[config.mk]
export PLATFORM = sky130hd
export DESIGN_NAME = pipelined_ripple_adder
export DESIGN_NICKNAME = d
export VERILOG_FILES = /design/src/rtl/pipelined_ripple_adder.sv
export SDC_FILE = /design/constraint.sdc
export NUM_CORES = 1
export LEC_CHECK = 0
export ABC_CLOCK_PERIOD_IN_PS = 6700
export BUFFER_PORTS_ARGS = -buffer_cell sky130_fd_sc_hd__clkbuf_2
export CAP_MARGIN = 20
export CORE_MARGIN = 2
export CORE_UTILIZATION = 50
export CTS_CLUSTER_DIAMETER = 150
export DETAILED_ROUTE_END_ITERATION = 7
export PLACE_DENSITY = 0.75
export SETUP_SLACK_MARGIN = 0.05
export SYNTH_ARGS = -nofsm -noshare
export SYNTH_HDL_FRONTEND = slang
export SYNTH_SLANG_ARGS = --single-unit
[constraint.sdc]
create_clock -name i_clk -period 6.7 [get_ports i_clk]
set_input_delay 1.005 -clock i_clk [delete_from_list [all_inputs] [get_ports i_clk]]
set_output_delay 1.005 -clock i_clk [all_outputs]
set_load 0.02 [all_outputs]
[src/rtl/pipelined_ripple_adder.sv]
// pipelined_ripple_adder: WIDTH-bit add/subtract split into STAGES registered ripple-carry slices.
// Optional `define PRA_SATURATE_EN adds i_sat, clamping the result on signed overflow.

module pra_slice #(
    parameter int S = 8
) (
    input  logic [S-1:0] a,
    input  logic [S-1:0] b,
    input  logic         cin,
    output logic [S-1:0] s,
    output logic         cout,
    output logic         ovf
);
    logic [S:0] c;

    assign c[0] = cin;
    for (genvar i = 0; i < S; i++) begin : g_bit
        assign s[i]   = a[i] ^ b[i] ^ c[i];
        assign c[i+1] = (a[i] & b[i]) | (c[i] & (a[i] ^ b[i]));
    end

    assign cout = c[S];
    // carry into the slice MSB vs carry out of it; only meaningful on the top slice
    assign ovf  = c[S] ^ c[S-1];
endmodule

module pipelined_ripple_adder #(
    parameter int WIDTH  = 32,
    parameter int STAGES = 4
) (
    input  logic             i_clk,
    input  logic             i_rst_n,
    input  logic             i_valid,
    output logic             o_ready,
    input  logic [WIDTH-1:0] i_a,
    input  logic [WIDTH-1:0] i_b,
    input  logic             i_cin,
    input  logic             i_sub,
`ifdef PRA_SATURATE_EN
    input  logic             i_sat,
`endif
    output logic             o_valid,
    input  logic             i_ready,
    output logic [WIDTH-1:0] o_sum,
    output logic             o_cout,
    output logic             o_ovf
);
    localparam int S  = WIDTH / STAGES;
    localparam int NQ = (STAGES > 1) ? STAGES - 1 : 1;
    localparam int L  = STAGES - 1;

    logic             stall, adv, accept;
    logic [STAGES:1]  vld_pipe;
    logic [WIDTH-1:0] b_eff;
    logic             cin_eff;

    // stage k inputs: from the ports for k = 0, otherwise from the skew registers of k-1
    logic [STAGES-1:0] v_in;
    logic [STAGES-1:0] c_in;
    logic [WIDTH-1:0]  a_in   [STAGES];
    logic [WIDTH-1:0]  b_in   [STAGES];
    logic [WIDTH-1:0]  sum_in [STAGES];
    logic [WIDTH-1:0]  sum_nx [STAGES];
    logic [S-1:0]      s_c    [STAGES];
    logic              cout_c [STAGES];
    logic              ovf_c  [STAGES];

    logic [WIDTH-1:0]  a_q [NQ];
    logic [WIDTH-1:0]  b_q [NQ];
    logic [WIDTH-1:0]  s_q [NQ];
    logic [NQ-1:0]     c_q;

    logic [WIDTH-1:0]  res;

    assign o_valid = vld_pipe[STAGES];
    assign stall   = o_valid & ~i_ready;
    assign adv     = ~stall;
    assign o_ready = adv;
    assign accept  = i_valid & adv;
    assign b_eff   = i_sub ? ~i_b : i_b;
    assign cin_eff = i_cin ^ i_sub;

    for (genvar k = 0; k < STAGES; k++) begin : g_stg
        if (k == 0) begin : g_head
            assign v_in[k]   = accept;
            assign c_in[k]   = cin_eff;
            assign a_in[k]   = i_a;
            assign b_in[k]   = b_eff;
            assign sum_in[k] = '0;
        end else begin : g_body
            assign v_in[k]   = vld_pipe[k];
            assign c_in[k]   = c_q[k-1];
            assign a_in[k]   = a_q[k-1];
            assign b_in[k]   = b_q[k-1];
            assign sum_in[k] = s_q[k-1];
        end

        pra_slice #(.S(S)) u_slice (
            .a    (a_in[k][k*S +: S]),
            .b    (b_in[k][k*S +: S]),
            .cin  (c_in[k]),
            .s    (s_c[k]),
            .cout (cout_c[k]),
            .ovf  (ovf_c[k])
        );

        assign sum_nx[k] = (sum_in[k] & ~(WIDTH'({S{1'b1}}) << (k*S)))
                         | (WIDTH'(s_c[k]) << (k*S));
    end

`ifdef PRA_SATURATE_EN
    logic [STAGES-1:0] sat_in;
    logic [NQ-1:0]     sat_q;

    for (genvar k = 0; k < STAGES; k++) begin : g_sat
        if (k == 0) begin : g_head
            assign sat_in[k] = i_sat;
        end else begin : g_body
            assign sat_in[k] = sat_q[k-1];
        end
    end

    // overflow direction follows the sign of A (B has already been conditioned for sub)
    always_comb begin
        res = sum_nx[L];
        if (sat_in[L] && ovf_c[L])
            res = a_in[L][WIDTH-1] ? {1'b1, {(WIDTH-1){1'b0}}} : {1'b0, {(WIDTH-1){1'b1}}};
    end
`else
    assign res = sum_nx[L];
`endif

    always_ff @(posedge i_clk or negedge i_rst_n) begin
        if (!i_rst_n) begin
            vld_pipe <= '0;
            c_q      <= '0;
            o_sum    <= '0;
            o_cout   <= 1'b0;
            o_ovf    <= 1'b0;
            for (int k = 0; k < NQ; k++) begin
                a_q[k] <= '0;
                b_q[k] <= '0;
                s_q[k] <= '0;
            end
        end else if (adv) begin
            vld_pipe[1] <= accept;
            for (int k = 2; k <= STAGES; k++)
                vld_pipe[k] <= vld_pipe[k-1];
            // data regs only load behind a valid token so an empty pipe keeps its last result
            for (int k = 0; k < STAGES - 1; k++) begin
                if (v_in[k]) begin
                    a_q[k] <= a_in[k];
                    b_q[k] <= b_in[k];
                    s_q[k] <= sum_nx[k];
                    c_q[k] <= cout_c[k];
                end
            end
            if (v_in[L]) begin
                o_sum  <= res;
                o_cout <= cout_c[L];
                o_ovf  <= ovf_c[L];
            end
        end
    end

`ifdef PRA_SATURATE_EN
    always_ff @(posedge i_clk or negedge i_rst_n) begin
        if (!i_rst_n) begin
            sat_q <= '0;
        end else if (adv) begin
            for (int k = 0; k < STAGES - 1; k++)
                if (v_in[k]) sat_q[k] <= sat_in[k];
        end
    end
`endif

endmodule

# After elaboration in Yosys (flattened, before gate mapping)
# Index checks and enable logic that the tools add are counted.
# word_totals
ff_bits,281
latch_bits,0
ramBits,0
romBits,0
mem_count,0
# op_classes
addsub,0
mul,0
div_mod_pow,0
order_cmp,0
eq_ne,0
shifts,0
n_mux,1
bitwise,170
reduce_logical,4
# ops
operator,count
AND 1 bit,66
bitwise XOR 1 bit,66
two-way mux 32 bit,1
inverter 32 bit,1
OR 1 bit,32
OR 24 x 32 -> 32 bit,1
OR 16 x 24 -> 24 bit,1
OR 8 x 16 -> 16 bit,1
AND reduction 2 bit,4
inverter 1 bit,2

# Logic depth before layout (Yosys ltp)
# Gate-level depths: netlist of the first run.
# depth
ltp_word,19
ltp_mapped,14

# Cells and area by module
# A second synthesis of the first run with hierarchy kept.
# hier_totals
hier_cells,539
area_unflattened_um2,8011.4
# modules_own_cells
module,n_inst,cells_per_inst,area_per_inst_um2
pipelined_ripple_adder,1,463,7185.6
pra_slice,4,19,206.4

# Worst setup path after synthesis of the first run
# Ideal clock, no wire load.
# synth_path
kind,input -> register
start,input i_sub
end,register s_q[71] in the netlist's numbering
setup_time_ps,125
t_arrival_ps,4721
required_ps,6575
path_slack_ps,1854
path_stages,14
path_buffers,2
path_cell_list,buf_2 > buf_2 > xor2_1 > fa_1 > fa_1 > inv_1 > fa_1 > fa_1 > fa_1 > fa_1 > fa_1 > inv_1 > fa_1 > mux2_4
# synth_between
elab_chain_cells,17
word_cells_on_any_way,32
# synth_lines
item,line_no,text
"start, declared",38,"input logic i_sub,"
two-way mux 32 bit,80,assign b_eff = i_sub ? ~i_b : i_b;
bitwise XOR 1 bit,19,assign c[i+1] = (a[i] & b[i]) | (c[i] & (a[i] ^ b[i]));
AND 1 bit,19,
OR 1 bit,19,
AND 1 bit,19,
OR 1 bit,19,
AND 1 bit,19,
OR 1 bit,19,
[2 not listed],n/a,
AND 1 bit,19,
OR 1 bit,19,
AND 1 bit,19,
OR 1 bit,19,
AND 1 bit,19,
OR 1 bit,19,
bitwise XOR 1 bit *,18,assign s[i] = a[i] ^ b[i] ^ c[i];
via g_stg[0].u_slice.s[7],10,"output logic [S-1:0] s,"
"end signal, assigned by index",154,s_q[k] <= sum_nx[k];
"end, declared",70,logic [WIDTH-1:0] s_q [NQ];
# The timed path passes the listed nets; every way through them passes the cells marked *.
# A chain may end at the register's enable or synchronous reset.

# Worst setup path after layout of the first run
# Same ends and word-level chain as after synthesis.

==> results.toml, run 1 <==
[run_status]
status = "finished, final reports clean"

[logic_synthesis]
synthCells = 542
synth-seq-area-share_pct = 57.5
yosys_register_bits = 185
netlist_area_um2 = 8050
syn_nets = 644
synth.distinct_cells = 18
avgSynthCellArea_um2 = 14.9
synth_warnings = 0

[route]
drt_wl_total_mm = 13.9
num_vias = 4317
ant_nets = 0
drtIter0Drc = 264
via_per_inst = 4.96
drt_pass1_iterations = 4
wl_per_cell_um = 16.0
drcViolationCount = 0

[timing]
skew_ns = 0.00876
rsz0062_at_grt = "no"
fmax_mhz = 210
worst_pin_slew_ns = 0.945
max-slew-margin-rel_pct = 36.7
drv_slew = 0
setup_tns_ns = 0
finalHoldViolations = 0
period_share_pct = 70.9
finalSetupViolations = 0
fin_crit_ns = 4.75

[global_route]
antenna_found_initial = 0
grtUsageTotal_pct = 17.9
grt.overflow.total = 0
grt_start_max_net_pins = 122
grt_pass1_wl_mm = 23.2
grt_pass1_vias = 4735

[layout]
drive_gt1_share_pct = 43.7
fill_cells = 1260
area_growth_pct = 15.5
nNetsFinal = 743
diodes = 0

[cts]
postCtsSetupRepairBufs = 0
cts_tree = "yes"
cts_root_buf = "clkbuf_16"
postCtsHoldBufs = 0
cts_made_buffers = 17
htreeDepth = 4
cts.sinks = 185
cts_buffer_depth = 2
cts_resized = 0
clk_pin_slew_ns = 0.06
clkLatencyLatePin_ns = 0.43

[die]
placementRows = 46
core-area_um2 = 15800
dieArea_um2 = 17100
io_pins = 106
start_util_pct = 50.9
die_h_um = 131
fp.dieW_um = 131

[setup_path]
worstPathRequired_ns = 7.01
crit_arrival_ns = 5.06
startpoint = "i_sub"
r2r-start = "a_in[24]"
worstSetupPathType = "input pin to register"
cp_max_fo = 21
timing.rr.end = "o_ovf"
start_kind = "input pin"
r2r_cells = 13
r2r_setup_slack_ns = 2.86
cp-end-kind = "register"

[placed_design]
gp_congestion = 0.816
io_buffers = 105
hpwlAfterDp_mm = 9.05

[power]
p_switching_mw = 1.45
swShare_pct = 32.2
seqPwrFrac_pct = 42.8
power_mw = 4.51
ir_drop_mv = 0.201
powerDensity_nw_per_um2 = 485
p_clk_share_pct = 21.7
p_leak_nw = 4.30
p_int_mw = 3.06
p_comb_share_pct = 35.6

[worst_hold_path]
min_path_cells = 2
min_from = "vld_pipe[3]"
hold_path_end = "vld_pipe[4]"
hp-class = "register to register"

[job]
drv_cap = 0
==> synthesized netlist by cell type <==
master	number	area, um^2
nand3_1	4	20.0
mux2_4	22	330
nand2_2	1	6.26
fa_1	32	641
o21ai_0	7	35.0
xor2_1	6	52.6
a21oi_1	44	220
xnor2_1	28	245
nand2b_4	1	13.8
nand2_1	4	15.0
buf_6	7	78.8
buf_2	17	85.1
inv_1	45	169
clkbuf_1	5	18.8
mux2i_1	14	140
dfrtp_1	185	4630
and2_4	1	8.76
mux2_2	119	1340
==> layer usage <==
metal  share of wire [%]  wire length, um  track usage [%]
met4                 2.1              291             7.57
met3                 3.4              475             3.66
met2                  51             7140             30.1
met5                   0                0                0
met1                  43             6010             22.8
==> registers in the layout, indices dropped and copies added, names as in the netlist <==
signal and count:
a_in 48, b_in 48, s_q 48, o_sum 32, vld_pipe 4, c_q 3
o_cout 1, o_ovf 1
==> power by group through the flow <==
stage | logic, mW | clock network [mW] | registers [mW]
final | 1.60 | 0.979 | 1.93
after global routing | 1.79 | 1.05 | 2.00
after CTS | 1.64 | 1.00 | 1.94
after detailed placement | 1.63 | 0 | 1.96
after global placement | 1.56 | 0 | 1.93
after floorplan | 1.12 | 0 | 2.01
==> cells in the final DEF (no fill, tap or decap), types with 6 or more instances in the layout <==
cell       instances
clkbuf_2         104
mux2i_1           14
a21oi_1           44
dfrtp_1          185
clkbuf_16         17
fa_1              32
o21ai_0            7
mux2_4            22
inv_1             45
mux2_2           119
xnor2_1           28
xor2_1             6
==> how the worst max path moves through the flow <==
| stage | cells after the start | to | slack [ns] |
|---|---|---|---|
| after floorplan | 14 | s_q[71] | 1.85 |
| after global placement | 13 | s_q[71] | 1.57 |
| after detailed placement | 13 | s_q[71] | 1.50 |
| after CTS | 13 | s_q[71] | 1.92 |
| after global routing | 13 | s_q[71] | 1.74 |
| final | 13 | s_q[71] | 1.95 |
==> critical path, stage by stage <==
cell and delay [ns]:
clkbuf_2 0.56, xor2_1 0.26, fa_1 0.25, fa_1 0.18, inv_1 0.05, fa_1 0.41, fa_1 0.42, fa_1 0.41
fa_1 0.38, fa_1 0.36, inv_1 0.07, fa_1 0.42, mux2_4 0.27
==> layout make-up <==
| cell class | count | area, um^2 | share of cell area (%) |
|---|---|---|---|
| timing repair buffer | 109 | 577 | 6.20 |
| sequential | 185 | 4630 | 49.8 |
| tap | 216 | 270 | 2.91 |
| multi-input combinational | 283 | 3070 | 33.0 |
| clock inverter | 12 | 125 | 1.35 |
| inverter | 45 | 169 | 1.82 |
| clock buffer | 20 | 457 | 4.91 |
==> stage by stage <==
stage	worst slack [ns]	cell area [um^2]	util [%]	instances	hold slack [ns]
floorplan	1.85	8050	-	542	0.457
global placement	1.57	8700	55.0	837	0.475
detailed placement	1.50	8700	55.0	837	0.476
CTS	1.92	9280	58.6	869	0.493
global route	1.74	9300	58.8	870	0.517
finish	1.95	9300	58.8	870	0.488
==> cell families after synthesis <==
family / synth area share, %
XOR/XNOR: 3.70
buffers and inverters: 4.37
AND/OR/NAND/NOR: 0.793
flip-flops: 57.5
adder cells (fa/ha/maj): 7.96
multiplexers: 22.5
AO/OA/AOI/OAI: 3.17
No activity file was read; power rests on OpenSTA's default activity.
==> inputs of run 2 (changes only) <==
--- a/config.mk
+++ b/config.mk
@@ -5,14 +5,15 @@
 export SDC_FILE = /design/constraint.sdc
 export NUM_CORES = 1
 export LEC_CHECK = 0
-export ABC_CLOCK_PERIOD_IN_PS = 6700
+export ABC_AREA = 1
+export ABC_CLOCK_PERIOD_IN_PS = 4200
 export BUFFER_PORTS_ARGS = -buffer_cell sky130_fd_sc_hd__clkbuf_2
 export CAP_MARGIN = 20
 export CORE_MARGIN = 2
 export CORE_UTILIZATION = 50
 export CTS_CLUSTER_DIAMETER = 150
 export DETAILED_ROUTE_END_ITERATION = 7
-export PLACE_DENSITY = 0.75
+export PLACE_DENSITY = 0.77
 export SETUP_SLACK_MARGIN = 0.05
 export SYNTH_ARGS = -nofsm -noshare
 export SYNTH_HDL_FRONTEND = slang
==> constraint.sdc (replaced) <==
create_clock -name i_clk -period 4.2 [get_ports i_clk]
set_input_delay 0.63 -clock i_clk [delete_from_list [all_inputs] [get_ports i_clk]]
set_output_delay 0.63 -clock i_clk [all_outputs]
set_load 0.02 [all_outputs]
==> run 2 against run 1 <==
  * Sequential power rose by 55%
  * Cell count rose by 48%
  * Register-to-register slack got worse by 2.5 ns
  * Worst hold slack got worse by 0.22 ns
  * Die area rose by 4.9%
  * Sequential cell count did not move
  * First-iteration DRC count rose by 97%
  * Core utilization fell by 0.19 points
  * Combinational power rose by 38%
  * Setup slack got worse by 1.6 ns
==> results.toml, run 2 <==
[run_status]
status = "finished, final reports clean"

[timing]
period_share_pct = 92.3
setup_tns_ns = 0
max-slew-margin-rel_pct = 31.5
worst_pin_slew_ns = 1.03
skew_ns = 0.00874
drv_slew = 0
fin_crit_ns = 3.88
fmax_mhz = 258
layout_setup_ws_ns = 0.322
finalSetupViolations = 0
rsz0062_at_grt = "no"
finalHoldViolations = 0

[setup_path]
worstPathCellList = "fa_1 > inv_1 > fa_1 > inv_1 > fa_1 > fa_1 > fa_1 > fa_1 > fa_1 > inv_1 > fa_1 > nand3b_1 > nand2_1"
cp_num_cells = 13
worstSetupPathType = "register to register"
crit_arrival_ns = 4.24
start_kind = "register"
r2r_setup_slack_ns = 0.32
crit_buf_inv = 3
worstPathRequired_ns = 4.57
cp_max_fo = 2
cp_slowest_cell = "fa_1"
worst_path_most_repeated_cell = "fa_1"
cpPeakStageDelay_ns = 0.42
cp-end-kind = "register"
r2r_cells = 13
cp_top_family = "adder cells"

[logic_synthesis]
yosys.area_share.simple_pct = 30.6
yosysTopAreaCellShare_pct = 54.7
ys.flop_type = "dfrtp_1"
synthMostInstantiatedCell = "nand2_1"
async_reset_ff_share_pct = 100
synth_warnings = 0
synth_top_family_by_area = "simple AND/OR/NAND/NOR gates"
synth_top_area_cell = "dfrtp_1"
synth_compound_area_share_pct = 0.222
synth-adder-area-share_pct = 7.57
syn_nets = 1078
synth_common_cells = "nand2_1, dfrtp_1, nand3_1"
synth-seq-area-share_pct = 54.7
yosys_register_bits = 185
synth.distinct_cells = 16
synthXorXnorAreaFrac_pct = 0.932
synthCells = 976
synth_area_leaders = "dfrtp_1, nand2_1, nand3_1"
avgSynthCellArea_um2 = 8.67
synth-edff-count = 0
synthMuxAreaShare_pct = 0
netlist_area_um2 = 8460

[placed_design]
dp_slack_ns = 0.0106
io_buffers = 105
hpwlAfterDp_mm = 11.8
gp_congestion = 0.783
dp.cells = 1249

[global_route]
grt_pass1_vias = 6136
grtUsageTotal_pct = 21.1
grt_start_max_net_pins = 107
grt.overflow.total = 0
grt_pass1_wl_mm = 30.1
antenna_found_initial = 0

[cts]
cts_made_buffers = 17
cts_resized = 0
cts.sinks = 185
htreeDepth = 4
cts_buffer_depth = 2
clkLatencyLatePin_ns = 0.43
postCtsSetupRepairBufs = 0
cts_root_buf = "clkbuf_16"
clk_pin_slew_ns = 0.06
postCtsHoldBufs = 0
cts_tree = "yes"

[layout]
drive_gt1_share_pct = 14.3
diodes = 0
stdcell_count = 1284
final_util_pct = 58.6
nNetsFinal = 1153
final_cell_mix = "nand2_1, dfrtp_1, nand3_1"
area_growth_pct = 14.8
final_common_cell = "nand2_1"

[die]
core-area_um2 = 16600
die_h_um = 134
start_util_pct = 51.0
dieArea_um2 = 18000
fp.dieW_um = 134
placementRows = 47
io_pins = 106

[power]
ir_drop_mv = 0.408
powerDensity_nw_per_um2 = 693
power_mw = 6.73
p_leak_nw = 5.48

[route]
ant_nets = 0
drtIter0Drc = 521
wl_per_cell_um = 13.6
drt_pass1_iterations = 5
drcViolationCount = 0
num_vias = 6251
via_per_inst = 4.87
drt_wl_total_mm = 17.5

[worst_hold_path]
hp-class = "input pin to asynchronous set/reset pin"

[job]
drv_cap = 0
run 2: final timing paths:
| path | start | to |
|---|---|---|
| worst max register to register | a_in[72] | s_q[47] |
| min in group i_clk | i_a[28] | a_in[92] |
| worst min-delay path | i_rst_n | b_in[75] |
| worst max-delay path | a_in[72] | s_q[47] |
| max in group asynchronous | i_rst_n | o_sum[4] |
| worst min register to register | o_sum[22] | o_sum[22] |
run 2: metrics by stage:
| step | instance area (um^2) | hold slack [ns] |
|---|---|---|
| floorplan | 8490 | 0.334 |
| global placement | 9100 | 0.454 |
| detailed placement | 9100 | 0.458 |
| CTS | 9660 | 0.358 |
| global route | 9710 | 0.403 |
| finish | 9710 | 0.265 |
run 2: cells by family after synthesis:
kind of cell | count (synthesis)
compound gates | 3
flops | 185
xor+xnor | 9
simple gates | 628
fa+ha+maj | 32
buf+inv | 119
run 2: where the power goes:
| group | switching, mW | leakage [nW] | internal (mW) |
|---|---|---|---|
| registers | 0.490 | 2.34 | 2.50 |
| clock network | 0.635 | 0.276 | 0.907 |
| logic | 1.40 | 2.86 | 0.802 |
run 2: layer usage:
layer	up-vias	share of wire [%]	global-route usage, %
met2	138	46	32.3
met3	21	5.5	4.27
met5	-	0	0
met4	0	1.7	7.49
met1	2923	47	30.4
li1	3169	-	-
run 2: final cells by class:
class	count	area [um^2]
Clock buffer	25	475
Clock inverter	7	91.3
Fill cell	1497	6870
Inverter	57	214
Multi-Input combinational cell	672	3360
Sequential cell	185	4630
Tap cell	220	275
Timing Repair Buffer	118	669
